$ cat src/rtl/burst_read_arbiter_pkg.sv
`default_nettype none
// ============================================================================
// Module  : burst_read_arbiter_pkg
// Brief   : Shared types and constants for the burst read arbiter.
// Revision: 1.0 - initial release
// ============================================================================
package burst_read_arbiter_pkg;

    localparam int c_num_req  = 2;
    localparam int c_id_width = 1;

    typedef logic [c_id_width-1:0] id_t;

    typedef enum logic [1:0] {
        ST_IDLE  = 2'd0,
        ST_RUN   = 2'd1,
        ST_DRAIN = 2'd2
    } state_t;

endpackage
`default_nettype wire

$ cat src/rtl/burst_read_arbiter_rr.sv
`default_nettype none
// ============================================================================
// Module  : rr_arbiter2
// Brief   : Two-way round-robin pick; pointer moves only when a grant is taken.
// Revision: 1.0 - initial release
// ============================================================================
module rr_arbiter2
    import burst_read_arbiter_pkg::*;
(
    input  logic                 clk,
    input  logic                 rst_n,
    input  logic [c_num_req-1:0] i_req,
    input  logic                 i_take,
    output logic                 o_valid,
    output id_t                  o_id,
    output logic [c_num_req-1:0] o_gnt
);

    id_t r_ptr_q;
    id_t w_ptr_d;
    id_t w_id;

    always_comb begin
        o_valid = |i_req;
        // On contention the pointer names the requester not served last.
        if (i_req == 2'b11) begin
            w_id = r_ptr_q;
        end else begin
            w_id = i_req[1];
        end
        o_id    = w_id;
        o_gnt   = o_valid ? (w_id ? 2'b10 : 2'b01) : 2'b00;
        w_ptr_d = r_ptr_q;
        if (i_take && o_valid) begin
            w_ptr_d = ~w_id;
        end
    end

    always_ff @(posedge clk) begin
        if (!rst_n) begin
            r_ptr_q <= '0;
        end else begin
            r_ptr_q <= w_ptr_d;
        end
    end

endmodule
`default_nettype wire

$ cat src/rtl/burst_read_arbiter.sv
`default_nettype none
// ============================================================================
// Module  : burst_read_arbiter
// Brief   : Round-robin burst reader sharing BRAM port 0 between two users.
// Revision: 1.0 - initial release
// ============================================================================
module burst_read_arbiter
    import burst_read_arbiter_pkg::*;
#(
    parameter int DWIDTH   = 32,
    parameter int AWIDTH   = 7,
    parameter int MEM_SIZE = 100
) (
    input  logic                 clk,
    input  logic                 rst_n,
    input  logic [1:0]           req_i,
    input  logic [AWIDTH-1:0]    base0_i,
    input  logic [AWIDTH-1:0]    base1_i,
    input  logic [AWIDTH-1:0]    len0_i,
    input  logic [AWIDTH-1:0]    len1_i,
    output logic [1:0]           gnt_o,
    output logic [1:0]           done_o,
    output logic                 idle_o,
    output logic [AWIDTH-1:0]    mem_addr_o,
    output logic                 mem_ce_o,
    input  logic [DWIDTH-1:0]    mem_q_i,
    output logic [DWIDTH-1:0]    rd_data_o,
    output logic                 rd_valid_o,
    output logic                 rd_id_o
);

    localparam logic [AWIDTH:0] c_mem_size = (AWIDTH+1)'(MEM_SIZE);

    state_t              r_state_q, w_state_d;
    logic [AWIDTH-1:0]   r_addr_q,  w_addr_d;
    logic [AWIDTH-1:0]   r_cnt_q,   w_cnt_d;
    id_t                 r_owner_q, w_owner_d;
    logic                r_ce_q,    w_ce_d;
    logic [1:0]          r_gnt_q,   w_gnt_d;
    logic [1:0]          r_done_q,  w_done_d;
    logic                r_valid_q, w_valid_d;
    id_t                 r_rd_id_q, w_rd_id_d;

    logic                w_take;
    logic                w_win_valid;
    id_t                 w_win_id;
    logic [1:0]          w_win_gnt;
    logic [AWIDTH-1:0]   w_win_base;
    logic [AWIDTH-1:0]   w_win_len;
    logic [AWIDTH:0]     w_addr_inc;

    rr_arbiter2 u_rr (
        .clk     (clk),
        .rst_n   (rst_n),
        .i_req   (req_i),
        .i_take  (w_take),
        .o_valid (w_win_valid),
        .o_id    (w_win_id),
        .o_gnt   (w_win_gnt)
    );

    always_comb begin
        w_state_d  = r_state_q;
        w_addr_d   = r_addr_q;
        w_cnt_d    = r_cnt_q;
        w_owner_d  = r_owner_q;
        w_ce_d     = 1'b0;
        w_gnt_d    = r_gnt_q;
        w_done_d   = 2'b00;
        w_take     = 1'b0;
        w_win_base = w_win_id ? base1_i : base0_i;
        w_win_len  = w_win_id ? len1_i  : len0_i;
        // One extra bit keeps base+1 from overflowing before the wrap test.
        w_addr_inc = {1'b0, r_addr_q} + 1'b1;

        case (r_state_q)
            ST_IDLE: begin
                if (w_win_valid) begin
                    w_take    = 1'b1;
                    w_owner_d = w_win_id;
                    w_gnt_d   = w_win_gnt;
                    if (w_win_len == '0) begin
                        w_state_d = ST_DRAIN;
                        w_done_d  = w_win_gnt;
                    end else begin
                        w_state_d = ST_RUN;
                        w_ce_d    = 1'b1;
                        w_addr_d  = w_win_base;
                        w_cnt_d   = w_win_len - 1'b1;
                    end
                end
            end
            ST_RUN: begin
                if (r_cnt_q == '0) begin
                    w_state_d = ST_DRAIN;
                    w_done_d  = r_gnt_q;
                end else begin
                    w_ce_d   = 1'b1;
                    w_cnt_d  = r_cnt_q - 1'b1;
                    w_addr_d = (w_addr_inc == c_mem_size) ? '0 : w_addr_inc[AWIDTH-1:0];
                end
            end
            ST_DRAIN: begin
                w_state_d = ST_IDLE;
                w_gnt_d   = 2'b00;
            end
            default: begin
                w_state_d = ST_IDLE;
                w_gnt_d   = 2'b00;
            end
        endcase

        w_valid_d = r_ce_q;
        w_rd_id_d = r_owner_q;
    end

    always_ff @(posedge clk) begin
        if (!rst_n) begin
            r_state_q <= ST_IDLE;
            r_addr_q  <= '0;
            r_cnt_q   <= '0;
            r_owner_q <= '0;
            r_ce_q    <= 1'b0;
            r_gnt_q   <= 2'b00;
            r_done_q  <= 2'b00;
            r_valid_q <= 1'b0;
            r_rd_id_q <= '0;
        end else begin
            r_state_q <= w_state_d;
            r_addr_q  <= w_addr_d;
            r_cnt_q   <= w_cnt_d;
            r_owner_q <= w_owner_d;
            r_ce_q    <= w_ce_d;
            r_gnt_q   <= w_gnt_d;
            r_done_q  <= w_done_d;
            r_valid_q <= w_valid_d;
            r_rd_id_q <= w_rd_id_d;
        end
    end

    assign gnt_o      = r_gnt_q;
    assign done_o     = r_done_q;
    assign idle_o     = (r_state_q == ST_IDLE);
    assign mem_addr_o = r_addr_q;
    assign mem_ce_o   = r_ce_q;
    assign rd_data_o  = mem_q_i;
    assign rd_valid_o = r_valid_q;
    assign rd_id_o    = r_rd_id_q;

endmodule
`default_nettype wire

$ cat config.mk
export PLATFORM = sky130hd
export DESIGN_NAME = burst_read_arbiter
export DESIGN_NICKNAME = d
export VERILOG_FILES = /design/src/rtl/burst_read_arbiter_pkg.sv /design/src/rtl/burst_read_arbiter_rr.sv /design/src/rtl/burst_read_arbiter.sv
export SDC_FILE = /design/constraint.sdc
export NUM_CORES = 1
export LEC_CHECK = 0
export BUFFER_PORTS_ARGS = -buffer_cell sky130_fd_sc_hd__buf_4
export CAP_MARGIN = 40
export CORE_AREA = 2 2 82 84
export CTS_CLUSTER_DIAMETER = 60
export DETAILED_ROUTE_END_ITERATION = 12
export DIE_AREA = 0 0 84 86
export PLACE_DENSITY = 0.56
export SLEW_MARGIN = 25
export SYNTH_ARGS = -nofsm -noshare
export SYNTH_HDL_FRONTEND = slang
export SYNTH_SLANG_ARGS = --single-unit
$ cat constraint.sdc
create_clock -name clk -period 2.85 [get_ports clk]
set_input_delay 0.1425 -clock clk [delete_from_list [all_inputs] [get_ports clk]]
set_output_delay 0.1425 -clock clk [all_outputs]
set_load 0.05 [all_outputs]
==> results of run 1 <==
-- area by class of cell --
cell class	count	area (um^2)	share of cell area, %
multi-input combinational	155	1000	48.6
sequential	25	500	24.2
timing repair buffer	52	390	18.9
tap	77	96.3	4.66
clock buffer	4	45.0	2.18
inverter	8	30.0	1.45
-- sequential cells by signal, summed over array words and instances (netlist names) --
| signal | count |
|---|---|
| u_rr.r_ptr_q | 1 |
| mem_addr_o | 7 |
| mem_ce_o | 1 |
| rd_valid_o | 1 |
| done_o | 2 |
| r_state_q | 2 |
| r_owner_q | 1 |
| gnt_o | 2 |
| r_cnt_q | 7 |
| rd_id_o | 1 |
-- kinds of logic after synthesis --
family | share of synthesized area (%)
and+or+nand+nor | 23.8
AOI/OAI and AO/OA | 22.5
buffers and inverters | 19.1
DFF | 26.9
muxes | 5.45
xor gates and xnor gates | 0.942
adders and majority gates | 1.35
-- power by group through the flow --
stage	clock, mW	sequential [mW]	combinational [mW]
floorplan	0	0.682	0.700
global placement	0	0.557	0.921
detailed placement	0	0.558	0.927
CTS	0.223	0.550	0.930
global route	0.235	0.569	1.03
finish	0.209	0.552	0.929
-- worst max-delay path by stage --
stage	cells past startpoint	startpoint	to	slack (ps)
after global placement	11	u_rr.r_ptr_q$_SDFFE_PN0P_	r_cnt_q[6]$_SDFFE_PN0P_	440
final	11	u_rr.r_ptr_q$_SDFFE_PN0P_	r_cnt_q[6]$_SDFFE_PN0P_	330
after CTS	11	u_rr.r_ptr_q$_SDFFE_PN0P_	r_cnt_q[6]$_SDFFE_PN0P_	320
after global routing	11	u_rr.r_ptr_q$_SDFFE_PN0P_	r_cnt_q[6]$_SDFFE_PN0P_	50
after detailed placement	11	u_rr.r_ptr_q$_SDFFE_PN0P_	r_cnt_q[6]$_SDFFE_PN0P_	330
after floorplan	12	r_state_q[1]$_SDFFE_PN0P_	r_cnt_q[6]$_SDFFE_PN0P_	490
-- layout by cell type (no fill, tap or decap), types with 4 or more instances in the layout --
cell type and n:
nand2b_1 4, dfxtp_1 25, mux2i_1 9, a211oi_1 4
a21oi_1 7, buf_4 52, and3_1 5, o21ai_0 15
nand2_1 14, nor2_1 24, inv_1 8, nor3_1 8
nand3_1 10
-- cell usage after synthesis (5+ instances only) --
library cell and count:
a21oi_1 7, and3_1 5, buf_2 5, buf_4 33, dfxtp_1 25, inv_1 8
mux2i_1 9, nand2_1 14, nand3_1 10, nor2_1 24, nor3_1 8, o21ai_0 15
-- per-stage QoR --
step	utilization [%]	worst slack (ps)
5_1_grt	32.9	49.9
3_3_place_gp	32.2	437
6_report	32.9	331
4_1_cts	32.9	320
3_5_place_dp	32.2	333
2_1_floorplan	-	490
-- per-layer routing --
layer  global-route usage (%)  vias up  part of all wire, %
met5                        0        -                    0
li1                         -      825                    -
met4                     4.25        0                  1.9
met1                     15.5      791                   44
met3                     3.85       12                  6.1
met2                     21.6       48                   48
-- worst max-delay path, cell delays in order (launching register included) --
cell and delay (ps):
dfxtp_1 380, and2b_4 230, o21ai_0 150, a31oi_1 190
inv_1 100, ha_1 210, inv_1 90, a2111oi_2 320
nor3_1 130, nor4b_4 310, o22ai_1 120, o21a_1 180
==> flow_summary.toml, run 1 <==
[timing]
fmax_ghz = 0.397
maxSlewHeadroom_pct = 62.6
slew_violations = 0
timing.hold.ws_ps = 132
hold_viol = 0
setup_viol = 0
worst_pin_slew_ps = 560
layout_min_cycle_time_ps = 2520
finClkSkew_ps = 2.11
rsz0062_at_grt = "no"
fin_setup_tns_ps = 0
period_share_pct = 88.4

[worst_setup_path]
path_class = "reg -> reg"
r2r_end = "r_cnt_q[6]$_SDFFE_PN0P_"
reg2reg_from = "u_rr.r_ptr_q$_SDFFE_PN0P_"
critPathArrivalTime_ps = 2680
start_kind = "flip-flop"
critPathMaxFanout = 7
reg2regPathDepth = 11
crit_required_ps = 3010
end_kind = "flip-flop"
rrSetupSlack_ps = 330

[global_routing]
grt_antenna_before_repair = 0
first_global_vias = 1631
grt_pass1_wl_um = 7600
grt-ovfl-total = 0
grt_max_degree = 30
grt_usage_pct = 12.8

[route]
first_pass_iters = 4
routed-via-count = 1676
vias_per_cell = 5.22
drc = 0
ant_nets = 0
routed_wl_um = 4570
drt-initial-drc-count = 86
wl_per_cell_um = 14.2

[pwr]
ir_worst_vdd_mv = 0.359
seq_power_share_pct = 32.7
power_density_nw_per_um2 = 818
power_mw = 1.69
p_int_mw = 0.896
p_sw_mw = 0.795
p_comb_share_pct = 55.0
pwr-share-clk_pct = 12.4
p_sw_share_pct = 47.0
leakagePower_nw = 0.888

[cts]
ctsHoldBuffers = 0
clkLatencyLatePin_ps = 260
cts_made_buffers = 3
h-tree-depth = 1
cts_tree = "yes"
cts_buffer_depth = 2
post_cts_buffers = 0
cts_num_sinks = 25
root_buffer = "clkbuf_8"
clk_pin_slew_ps = 90
ctsResizeCount = 0

[synth]
ys_warn_count = 0
syn_area_um2 = 1860
synth-seq-area-share_pct = 26.9
synth-seq-cells = 25
synth_nets = 298
syn-instance-count = 232
async_flop_share_pct = 0
ys_types = 54
syn_area_per_cell_um2 = 8.01
synth_enable_flop_cells = 0
synth_top_area_share_pct = 26.9
ys_top_cells_by_area = "dfxtp_1 (27%), buf_4 (13%), mux2i_1 (4.8%)"
yosys_most_used_dff = "dfxtp_1"
synth_top_area_cell = "dfxtp_1"

[layout]
antenna_cells = 0
layout-drive-gt1-share_pct = 27.5
instances_no_fill = 321
final_nets = 311
area_delta_synth_final_pct = 11.1
fin_area_um2 = 2070
fillers = 670

[floorplanning]
start_util_pct = 29.6
rows = 29
ios = 111
fp.coreArea_um2 = 6280
die_h_um = 86
fp.dieArea_um2 = 7220
dieWidth_um = 84

[min_path]
hp-start = "rst_n"
holdPathStages = 2
holdPathEnd = "rd_valid_o$_SDFF_PN0_"
hp-class = "in -> reg"

[placed_design]
hpwl_um = 3500
placed_area_um2 = 2020
place_congestion = 0.888
placed_cells = 317
io_buffers = 46

[run]
maxCapViolations = 0

[status]
status = "completed"
No activity file was read; power rests on OpenSTA's default activity.
==> inputs of run 2 (changes only) <==
--- a/config.mk
+++ b/config.mk
@@ -7,10 +7,10 @@
 export LEC_CHECK = 0
 export BUFFER_PORTS_ARGS = -buffer_cell sky130_fd_sc_hd__buf_4
 export CAP_MARGIN = 40
-export CORE_AREA = 2 2 82 84
+export CORE_AREA = 2 2 105 66
 export CTS_CLUSTER_DIAMETER = 60
 export DETAILED_ROUTE_END_ITERATION = 12
-export DIE_AREA = 0 0 84 86
+export DIE_AREA = 0 0 107 68
 export PLACE_DENSITY = 0.56
 export SLEW_MARGIN = 25
 export SYNTH_ARGS = -nofsm -noshare
==> flow_summary.toml, run 2 (synthesis results as in run 1) <==
[cts]
post_cts_buffers = 0
ctsHoldBuffers = 0
cts_tree = "yes"
cts_made_buffers = 3
cts_num_sinks = 25
clkLatencyLatePin_ps = 270
h-tree-depth = 1
ctsResizeCount = 0
cts_buffer_depth = 2
root_buffer = "clkbuf_8"
clk_pin_slew_ps = 100

[placed_design]
placed_cells = 327
io_buffers = 46
place_congestion = 0.844
hpwl_um = 3760

[status]
status = "completed"

[timing]
slew_violations = 0
worst_pin_slew_ps = 577
maxSlewHeadroom_pct = 61.5
hold_viol = 0
fmax_ghz = 0.390
layout_min_cycle_time_ps = 2560
rsz0062_at_grt = "no"
period_share_pct = 90.0
finClkSkew_ps = 11.1
fin_setup_tns_ps = 0
setup_viol = 0

[worst_setup_path]
reg2reg_from = "u_rr.r_ptr_q$_SDFFE_PN0P_"
crit_required_ps = 3070
rrSetupSlack_ps = 290
critical_path.max_stage_delay_ps = 400
path_buf_inv = 2
reg2regPathDepth = 11
cp_slowest_cell = "dfxtp_1"
r2r_end = "r_cnt_q[6]$_SDFFE_PN0P_"
crit_chain = "and2b_4 -> o21ai_0 -> a31oi_1 -> inv_1 -> ha_1 -> inv_1 -> a2111oi_2 -> nor3_1 -> nor4b_4 -> mux2i_1 -> o21a_1"
critPathArrivalTime_ps = 2780
cp_top_family = "compound AO/OA/AOI/OAI gates"
crit_top_cell = "inv_1"
start_kind = "flip-flop"
critPathMaxFanout = 7
end_kind = "flip-flop"
path_class = "reg -> reg"

[route]
drc = 0
drt-initial-drc-count = 130
ant_nets = 0
wl_met3_um = 438
routed-via-count = 1679
vias_per_cell = 5.07
routed.top_layer = "met4"
met1_length_um = 2630
wl_per_cell_um = 14.7
routed_wl_um = 4860
first_pass_iters = 4
wl_met2_um = 1790

[layout]
layout-drive-gt1-share_pct = 27.9
layout_commonest_cell = "buf_4"
instances_no_fill = 331
final_nets = 311
area_delta_synth_final_pct = 11.8
antenna_cells = 0
final_cell_mix = "buf_4 (52), dfxtp_1 (25), nor2_1 (24)"
fin_util_pct = 32.4

[global_routing]
first_global_vias = 1452
grt_pass1_wl_um = 7850
grt_max_degree = 19
grt_usage_pct = 13.9
grt-ovfl-total = 0
grt_antenna_before_repair = 0

[run]
maxCapViolations = 0

[floorplanning]
rows = 23
start_util_pct = 29.0
die_h_um = 68
dieWidth_um = 107
fp.dieArea_um2 = 7280
fp.coreArea_um2 = 6420
ios = 111

[min_path]
hp-start = "rst_n"
hp-class = "in -> reg"
holdPathStages = 2
holdPathEnd = "rd_id_o$_SDFF_PN0_"

[pwr]
power_density_nw_per_um2 = 825
ir_worst_vdd_mv = 0.239
leakagePower_nw = 0.891
power_mw = 1.72
==> run 2: layer usage <==
layer  vias to the layer above  GRT usage, %
met1                       770          22.7
met4                         0          1.95
met2                        78          17.4
li1                        827             -
met5                         -             0
met3                         4          3.71
==> run 2: area by class of cell <==
class	count	area [um^2]
fillers	682	4340
multi-input cells	155	1000
flip-flops and latches	25	500
repair buffers	52	390
well taps	87	109
clock buffers	3	41.3
inverters	8	30.0
clock inverters	1	5.00
==> run 2: worst max-delay path by stage <==
stage	startpoint	end	slack [ps]	depth (start not counted)
after global placement	u_rr.r_ptr_q$_SDFFE_PN0P_	r_cnt_q[6]$_SDFFE_PN0P_	430	11
after global routing	u_rr.r_ptr_q$_SDFFE_PN0P_	r_cnt_q[6]$_SDFFE_PN0P_	80	11
after CTS	u_rr.r_ptr_q$_SDFFE_PN0P_	r_cnt_q[6]$_SDFFE_PN0P_	320	11
final	u_rr.r_ptr_q$_SDFFE_PN0P_	r_cnt_q[6]$_SDFFE_PN0P_	290	11
after detailed placement	u_rr.r_ptr_q$_SDFFE_PN0P_	r_cnt_q[6]$_SDFFE_PN0P_	340	11
after floorplan	r_state_q[1]$_SDFFE_PN0P_	r_cnt_q[6]$_SDFFE_PN0P_	490	12
==> run 2: power by group <==
part           leakage (nW)  total (mW)  switching (mW)  internal (mW)
sequential            0.206       0.557           0.111          0.446
clock                0.0255       0.217           0.119         0.0980
combinational         0.659       0.942           0.591          0.351
==> run 2: worst register-to-register path, cell delays in order (launching register included) <==
cell,delay [ps]
dfxtp_1,400
and2b_4,240
o21ai_0,150
a31oi_1,180
inv_1,100
ha_1,210
inv_1,90
a2111oi_2,330
nor3_1,130
nor4b_4,310
mux2i_1,230
o21a_1,140
==> run 2: per-stage QoR <==
stage | hold WS [ps] | setup WS [ps] | area (um^2)
final | 133 | 286 | 2080
after global routing | 133 | 79.7 | 2080
after CTS | 125 | 319 | 2080
after detailed placement | 285 | 344 | 2030
after global placement | 285 | 426 | 2030
after floorplan | 260 | 490 | 1860
